File: src/rtl/keycode_dir_ctrl.sv
// ---------------------------------------------------------------------------
// keycode_dir_ctrl
//   Turns a raw USB HID keycode into sprite heading control for a tile game.
//   The keycode is debounced, each newly accepted mapped key makes one press
//   event, direction presses queue a turn with a timeout, and a pause key
//   toggles a freeze of movement. Movement is advanced on frame_tick.
//
// Ports
//   Clk           in   system clock, rising edge
//   Reset         in   synchronous active-high reset
//   keycode       in   8-bit HID keycode, 0x00 = no key
//   frame_tick    in   one-cycle pulse per movement step
//   can_turn      in   neighbour walkability {right,left,down,up}
//   dir           out  heading: 00 up, 01 down, 10 left, 11 right
//   moving        out  sprite advances along dir
//   pending_valid out  a queued turn is waiting
//   pending_dir   out  queued direction (same encoding as dir)
//   paused        out  pause state
// ---------------------------------------------------------------------------
module keycode_dir_ctrl #(
  parameter int unsigned STABLE_CYCLES = 16,
  parameter int unsigned TURN_TIMEOUT  = 8
) (
  input  logic       Clk,
  input  logic       Reset,
  input  logic [7:0] keycode,
  input  logic       frame_tick,
  input  logic [3:0] can_turn,
  output logic [1:0] dir,
  output logic       moving,
  output logic       pending_valid,
  output logic [1:0] pending_dir,
  output logic       paused
);

  localparam logic [7:0] STABLE_MAX   = 8'(STABLE_CYCLES - 1);
  localparam logic [3:0] TIMEOUT_INIT = 4'(TURN_TIMEOUT);

  localparam logic [1:0] DIR_UP    = 2'b00;
  localparam logic [1:0] DIR_DOWN  = 2'b01;
  localparam logic [1:0] DIR_LEFT  = 2'b10;
  localparam logic [1:0] DIR_RIGHT = 2'b11;

  // Debounce state
  logic [7:0] sample_q, sample_d;
  logic [7:0] cnt_q, cnt_d;
  logic [7:0] acc_q, acc_d;

  // Control state
  logic [1:0] dir_q, dir_d;
  logic       moving_q, moving_d;
  logic       pv_q, pv_d;
  logic [1:0] pd_q, pd_d;
  logic       paused_q, paused_d;
  logic [3:0] to_q, to_d;

  // Decode of the code being accepted this cycle
  logic       dec_is_dir;
  logic       dec_is_pause;
  logic [1:0] dec_dir;
  logic       dir_evt;
  logic       pause_evt;
  logic       tick_live;

  always_comb begin
    dec_is_dir   = 1'b0;
    dec_is_pause = 1'b0;
    dec_dir      = DIR_UP;
    case (acc_d)
      8'h1A, 8'h52: begin dec_is_dir = 1'b1; dec_dir = DIR_UP;    end
      8'h16, 8'h51: begin dec_is_dir = 1'b1; dec_dir = DIR_DOWN;  end
      8'h04, 8'h50: begin dec_is_dir = 1'b1; dec_dir = DIR_LEFT;  end
      8'h07, 8'h4F: begin dec_is_dir = 1'b1; dec_dir = DIR_RIGHT; end
      8'h2C:        dec_is_pause = 1'b1;
      default:      ;
    endcase
  end

  always_comb begin
    // Debounce: the incoming keycode is compared against the previously
    // registered sample, so cnt counts how many samples in a row match.
    sample_d = keycode;
    if (keycode != sample_q) begin
      cnt_d = 8'd0;
    end else if (cnt_q == STABLE_MAX) begin
      cnt_d = cnt_q;
    end else begin
      cnt_d = cnt_q + 8'd1;
    end
    acc_d = (cnt_d == STABLE_MAX) ? keycode : acc_q;

    // A press only fires on a change of the accepted code, so a held key
    // gives exactly one event and re-accepting the same code gives none.
    dir_evt   = (acc_d != acc_q) && dec_is_dir;
    pause_evt = (acc_d != acc_q) && dec_is_pause;
    tick_live = frame_tick && !paused_q;

    dir_d    = dir_q;
    moving_d = moving_q;
    pv_d     = pv_q;
    pd_d     = pd_q;
    paused_d = paused_q ^ pause_evt;
    to_d     = to_q;

    // Tick evaluated on the old pending state.
    if (tick_live) begin
      if (pv_q && can_turn[pd_q]) begin
        dir_d    = pd_q;
        moving_d = 1'b1;
        pv_d     = 1'b0;
      end else begin
        moving_d = can_turn[dir_q];
        if (pv_q) begin
          to_d = to_q - 4'd1;
          if (to_q == 4'd1) pv_d = 1'b0;
        end
      end
    end

    // A new direction press overrides whatever the tick did to the queue.
    if (dir_evt) begin
      pv_d = 1'b1;
      pd_d = dec_dir;
      to_d = TIMEOUT_INIT;
    end
  end

  always_ff @(posedge Clk) begin
    if (Reset) begin
      sample_q <= 8'h00;
      cnt_q    <= 8'd0;
      acc_q    <= 8'h00;
      dir_q    <= DIR_LEFT;
      moving_q <= 1'b0;
      pv_q     <= 1'b0;
      pd_q     <= DIR_UP;
      paused_q <= 1'b0;
      to_q     <= 4'd0;
    end else begin
      sample_q <= sample_d;
      cnt_q    <= cnt_d;
      acc_q    <= acc_d;
      dir_q    <= dir_d;
      moving_q <= moving_d;
      pv_q     <= pv_d;
      pd_q     <= pd_d;
      paused_q <= paused_d;
      to_q     <= to_d;
    end
  end

  assign dir           = dir_q;
  assign moving        = moving_q;
  assign pending_valid = pv_q;
  assign pending_dir   = pd_q;
  assign paused        = paused_q;

endmodule

File: config.mk
export PLATFORM = sky130hd
export DESIGN_NAME = keycode_dir_ctrl
export DESIGN_NICKNAME = d
export VERILOG_FILES = /design/src/rtl/keycode_dir_ctrl.sv
export SDC_FILE = /design/constraint.sdc
export NUM_CORES = 1
export LEC_CHECK = 0
export CORE_MARGIN = 1
export CORE_UTILIZATION = 50
export CTS_CLUSTER_SIZE = 16
export DETAILED_ROUTE_END_ITERATION = 8
export GPL_TIMING_DRIVEN = 0
export PLACE_DENSITY_LB_ADDON = 0.12
export SKIP_CTS_REPAIR_TIMING = 1
export SLEW_MARGIN = 20
export SYNTH_ARGS = -nofsm -noshare
export SYNTH_HDL_FRONTEND = slang
export SYNTH_SLANG_ARGS = --single-unit
File: constraint.sdc
create_clock -name Clk -period 2.7 [get_ports Clk]
set_input_delay 0.54 -clock Clk [delete_from_list [all_inputs] [get_ports Clk]]
set_output_delay 0.54 -clock Clk [all_outputs]
set_load 0.02 [all_outputs]
Word level (Yosys, flattened, before mapping)
Index checks and enable logic that the tools add are counted.
{ "word_totals": {"reg_bits": 35, "input_bits": 15, "out_inout_bits": 7, "word_cells": 66} }
{ "op_classes": {"n_eq_ne": 15, "n_reduce_logical": 15, "magnitude_cmp": 2, "n_bitwise": 2, "n_addsub": 2, "muxes": 20} }
{ "op_table": {"columns": ["cell", "count"], "rows": [
  ["$eq 8x7->1 const B", 4],
  ["$mux 8", 3],
  ["$eq 8x3->1 const B", 2],
  ["$eq 8x4->1 const B", 2],
  ["$eq 8x5->1 const B", 2],
  ["$mux 4", 4],
  ["$ne 8x8->1", 2],
  ["$mux 1", 10],
  ["$add 8x1->8 const B", 1],
  ["$eq 8x6->1 const B", 1],
  ["$reduce_or 2->1", 4],
  ["$reduce_or 8->1", 1],
  ["$lt 2x3->1 const B", 2],
  ["$pmux 2 s3", 1],
  ["$reduce_and 3->1", 2],
  ["$bmux 1 s2", 2],
  ["$eq 4x1->1 const B", 1],
  ["$logic_and 1x1->1", 4],
  ["$reduce_bool 2->1", 2],
  ["$sub 4x1->4 const B", 1],
  ["$ne 2x2->1 const B", 1],
  ["$reduce_and 2->1", 1],
  ["$logic_not 1->1", 1],
  ["$not 1->1", 1],
  ["$xor 1x1->1", 1]
]} }

Logic depth before layout (Yosys ltp)
{ "logic_depth": {"depth_word": 11, "mapped_depth": 8, "ltp_nobuf": 7} }

Worst setup path before layout
No wires, ideal clock.
{ "synth_timing": {"path_type": "in2reg", "start": "input port keycode[2]", "end": "register paused_q, in the netlist paused", "slack_ns": 0.364, "setup_ns": 0.071, "cell_stages": 7, "arrival_ns": 2.266, "n_path_buf": 1, "required_ns": 2.629, "cell_sequence": "clkbuf_1 -> xnor2_1 -> nand4_1 -> nor3_1 -> o2111ai_4 -> or4_1 -> a21oi_1"} }
{ "synth_between": {"elab_chain_cells": 8, "word_cells_on_any_way": 9, "classes_between": "eq/ne: 4; mux: 3; bitwise: 1; reduce/logical: 1"} }
{ "synth_lines": {"columns": ["item", "line", "text"], "rows": [
  ["from (decl)", "26", "input logic [7:0] keycode,"],
  ["$ne 8x8->1", "83", "if (keycode != sample_q) begin"],
  ["$mux 8", "83", null],
  ["$eq 8x4->1", "90", "acc_d = (cnt_d == STABLE_MAX) ? keycode : acc_q;"],
  ["$mux 8 (*)", "90", null],
  ["$eq 8x6->1", "69", "case (acc_d)"],
  ["$mux 1", "69", null],
  ["$logic_and 1x1->1 (*)", "95", "pause_evt = (acc_d != acc_q) && dec_is_pause;"],
  ["$xor 1x1->1 (*)", "102", "paused_d = paused_q ^ pause_evt;"],
  ["to (signal assigned)", "147", "paused_q <= paused_d;"],
  ["to (decl)", "54", "logic paused_q, paused_d;"]
]} }
Mark *: on every way between the ends. The rest lies on a longest branch, timed or not.
A chain may end at the register's enable or synchronous reset.

Worst setup path in the final report
{ "layout_timing": {"start": "register cnt_q[0]", "end": "register paused_q, in the netlist paused"} }
{ "layout_between": {"elab_chain_cells": 9, "word_cells_on_any_way": 11, "classes_between": "add/sub: 1; eq/ne: 4; mux: 4; bitwise: 1; reduce/logical: 1"} }
{ "layout_lines": {"columns": ["item", "line", "text"], "rows": [
  ["from (decl)", "46", "logic [7:0] cnt_q, cnt_d;"],
  ["from (signal assigned)", "141", "cnt_q <= cnt_d;"],
  ["$add 8x1->8 / $eq 8x4->1 (equally long branches)", "88, 85", null],
  ["$mux 8 (*)", "85", "end else if (cnt_q == STABLE_MAX) begin"],
  ["$mux 8 (*)", "83", null],
  ["$eq 8x4->1 (*)", "90", null],
  ["$mux 8 (*)", "90", null],
  ["$eq 8x6->1", "69", null],
  ["$mux 1", "69", null],
  ["$logic_and 1x1->1 (*)", "95", null],
  ["$xor 1x1->1 (*)", "102", null]
]} }
Marks and branches as above.

==> flow_metrics.tcl <==
set metrics [dict create \
    hold_depth 2 \
    yosys.area_share.simple_pct 24.9 \
    core_um2 3660 \
    clock_sinks 35 \
    cts_tree "built" \
    cts.path.max_buffers 2 \
    cp_slowest_cell "o31ai_1" \
    grt_pass1_vias 1512 \
    cts_made_buffers 5 \
    final-setup-viol-count 0 \
    place_worst_setup_slack_ps 64.6 \
    die_x_um 63.7 \
    cp_max_fo 7 \
    ys_warn_count 0 \
    io_pins 22 \
    synth_nets 229 \
    p_total_uw 984 \
    cts-root-buf "clkbuf_8" \
    start_util_pct 51.9 \
    synthArstFlopShare_pct 0 \
    crit_path_start_kind "flip-flop" \
    power.density_nw_per_um2 453 \
    worstPathArrival_ps 2630 \
    grt_max_degree 11 \
    area_growth_pct 14.1 \
    dpl.hpwl_um 2820 \
    worst_hold_startpoint "paused$_SDFF_PP0_" \
    fmax_mhz 414 \
    antenna_found_initial 0 \
    cp_slowest_stage_delay_ps 570 \
    tightest_slew_ps 679 \
    synthXorXnorAreaFrac_pct 12.0 \
    skew_ps 3.17 \
    final_common_cell "dfxtp_1" \
    syn_area_um2 1900 \
    r2r.worst_path.cells 6 \
    synth-seq-cells 35 \
    die_area_um2 4050 \
    hp-class "flip-flop to flip-flop" \
    rsz0062_at_grt "no" \
    critPathCaptureType "flip-flop" \
    p_leak_uw 0.000739 \
    hold_viol 0 \
    layout_common_cells "35 x dfxtp_1, 24 x nor2_1, 22 x xnor2_1, 12 x clkdlybuf4s50_1" \
    synth_top_area_share_pct 36.8 \
    synth-compound-area-share_pct 11.4 \
    synth_adder_area_share_pct 1.97 \
    htree_levels 2 \
    cp_cell_sequence "ha_1, nand2b_1, o31ai_1, o2111ai_4, or4_1, a21oi_1" \
    drive_gt1_share_pct 9.13 \
    synth_top_family_by_area "simple AND/OR/NAND/NOR gates" \
    worstSkewPairLatency_ps 280 \
    layout_min_cycle_time_ps 2420 \
    ys.flop_type "dfxtp_1" \
    synthDistinctLibCells 38 \
    firstDrtPassIters 4 \
    synth_top_area_cell "dfxtp_1" \
    antenna_left 0 \
    fin_nets 248 \
    muxShareOfSynthArea_pct 8.29 \
    gr-total-overflow 0 \
    path_clk_slew_ps 70 \
    period_share_pct 89.5 \
    num_vias 1527 \
    hold_slack_ps 509 \
    die_h_um 63.7 \
    netlist_top_cells_area "dfxtp_1 37%, xnor2_1 10%, mux2i_1 4.7%" \
    grt_pass1_wl_um 6770 \
    gp_congestion 0.869 \
    critical_path_class "flip-flop to flip-flop" \
    rows 22 \
    setup_ws_ps 283 \
    slew_headroom_pct 54.3 \
    vdd_drop_max_uv 332 \
    wire_per_inst_um 13.4 \
    n_antenna_cell 0 \
    drv_cap 0 \
    setup_tns_ps 0 \
    synth-seq-area-share_pct 36.8 \
    wirelength_um 3730 \
    status "finished, final reports clean" \
    regToRegStartpoint "cnt_q[0]$_SDFF_PP0_" \
    synthCells 211 \
    port_buffers 12 \
    vias_per_cell 5.49 \
    worst_ep_required_time_ps 2910 \
    startpoint "cnt_q[0]$_SDFF_PP0_" \
    synth-edff-count 0 \
    drt_iter0_drc 80 \
    grt.total_usage_pct 21.4 \
    syn_avg_cell_area_um2 9.01 \
    drc_errors 0 \
    final_max_slew_viol_count 0 \
]
==> cells by family (layout without fill, tap and decap cells) <==
| logic type | count (synthesis) | after routing |
|---|---|---|
| multiplexers | 12 | 12 |
| adder cells (fa/ha/maj) | 3 | 3 |
| flip-flops | 35 | 35 |
| AND/OR/NAND/NOR | 87 | 87 |
| AO/OA/AOI/OAI | 29 | 29 |
| buffers and inverters | 19 | 38 |
| XOR/XNOR | 26 | 26 |
==> cells in the mapped netlist, drive strengths merged, types with 6 or more instances <==
master	number
dfxtp	35
nor2	24
xnor2	22
nand2	11
nor2b	11
nor3	11
a21oi	10
mux2i	10
clkbuf	9
nand4	7
buf	6
nand3	6
==> power by group <==
part	switching [uW]	leakage [uW]	internal [uW]	total (uW)
Clock	177	0.0000470	200	377
Combinational	42.5	0.000407	36.7	79.1
Sequential	3.52	0.000284	524	527
Total	223	0.000739	760	984
==> worst max-delay path, delay by kind of cell, from the launching register on <==
| kind | cells | cell delay, ps |
|---|---|---|
| flip-flops | 1 | 370 |
| AND/OR/NAND/NOR | 2 | 720 |
| adder cells (fa/ha/maj) | 1 | 290 |
| AO/OA/AOI/OAI | 3 | 980 |
==> area by class of cell <==
type	instances	area (um2)
fillers	339	1490
multi-input cells	157	1110
flip-flops and latches	35	701
repair buffers	12	120
clock buffers	6	82.6
plain buffers	15	72.6
well taps	48	60.1
inverters	4	15.0
clock inverters	1	5.00
==> per-layer routing <==
layer / routed length [um] / GRT usage, % / share of wire, % / vias to the layer above
li1: - / - / - / 772
met1: 1680 / 26.0 / 45 / 726
met2: 1890 / 36.7 / 51 / 20
met3: 80 / 3.44 / 2.1 / 9
met4: 81 / 9.38 / 2.2 / 0
met5: 0 / 0 / 0 / -
==> state kept, by name, indices dropped and copies added, names as in the netlist <==
| name | cells |
|---|---|
| moving | 1 |
| acc_q | 8 |
| cnt_q | 8 |
| pending_dir | 2 |
| dir | 2 |
| paused | 1 |
| sample_q | 8 |
| pending_valid | 1 |
| to_q | 4 |
==> stage by stage <==
stage          instance area, um2  util, %  cells
2_1_floorplan                1900        -    211
3_3_place_gp                 2080     56.9    271
3_5_place_dp                 2080     56.9    271
4_1_cts                      2170     59.3    278
5_1_grt                      2170     59.3    278
6_report                     2170     59.3    278
==> worst paths after layout <==
check                            to  slack [ps]
setup / recovery  paused$_SDFF_PP0_         280
hold reg to reg   paused$_SDFF_PP0_         510
setup reg to reg  paused$_SDFF_PP0_         280
hold / removal    paused$_SDFF_PP0_         510
Power figures use the tool's default switching activity.
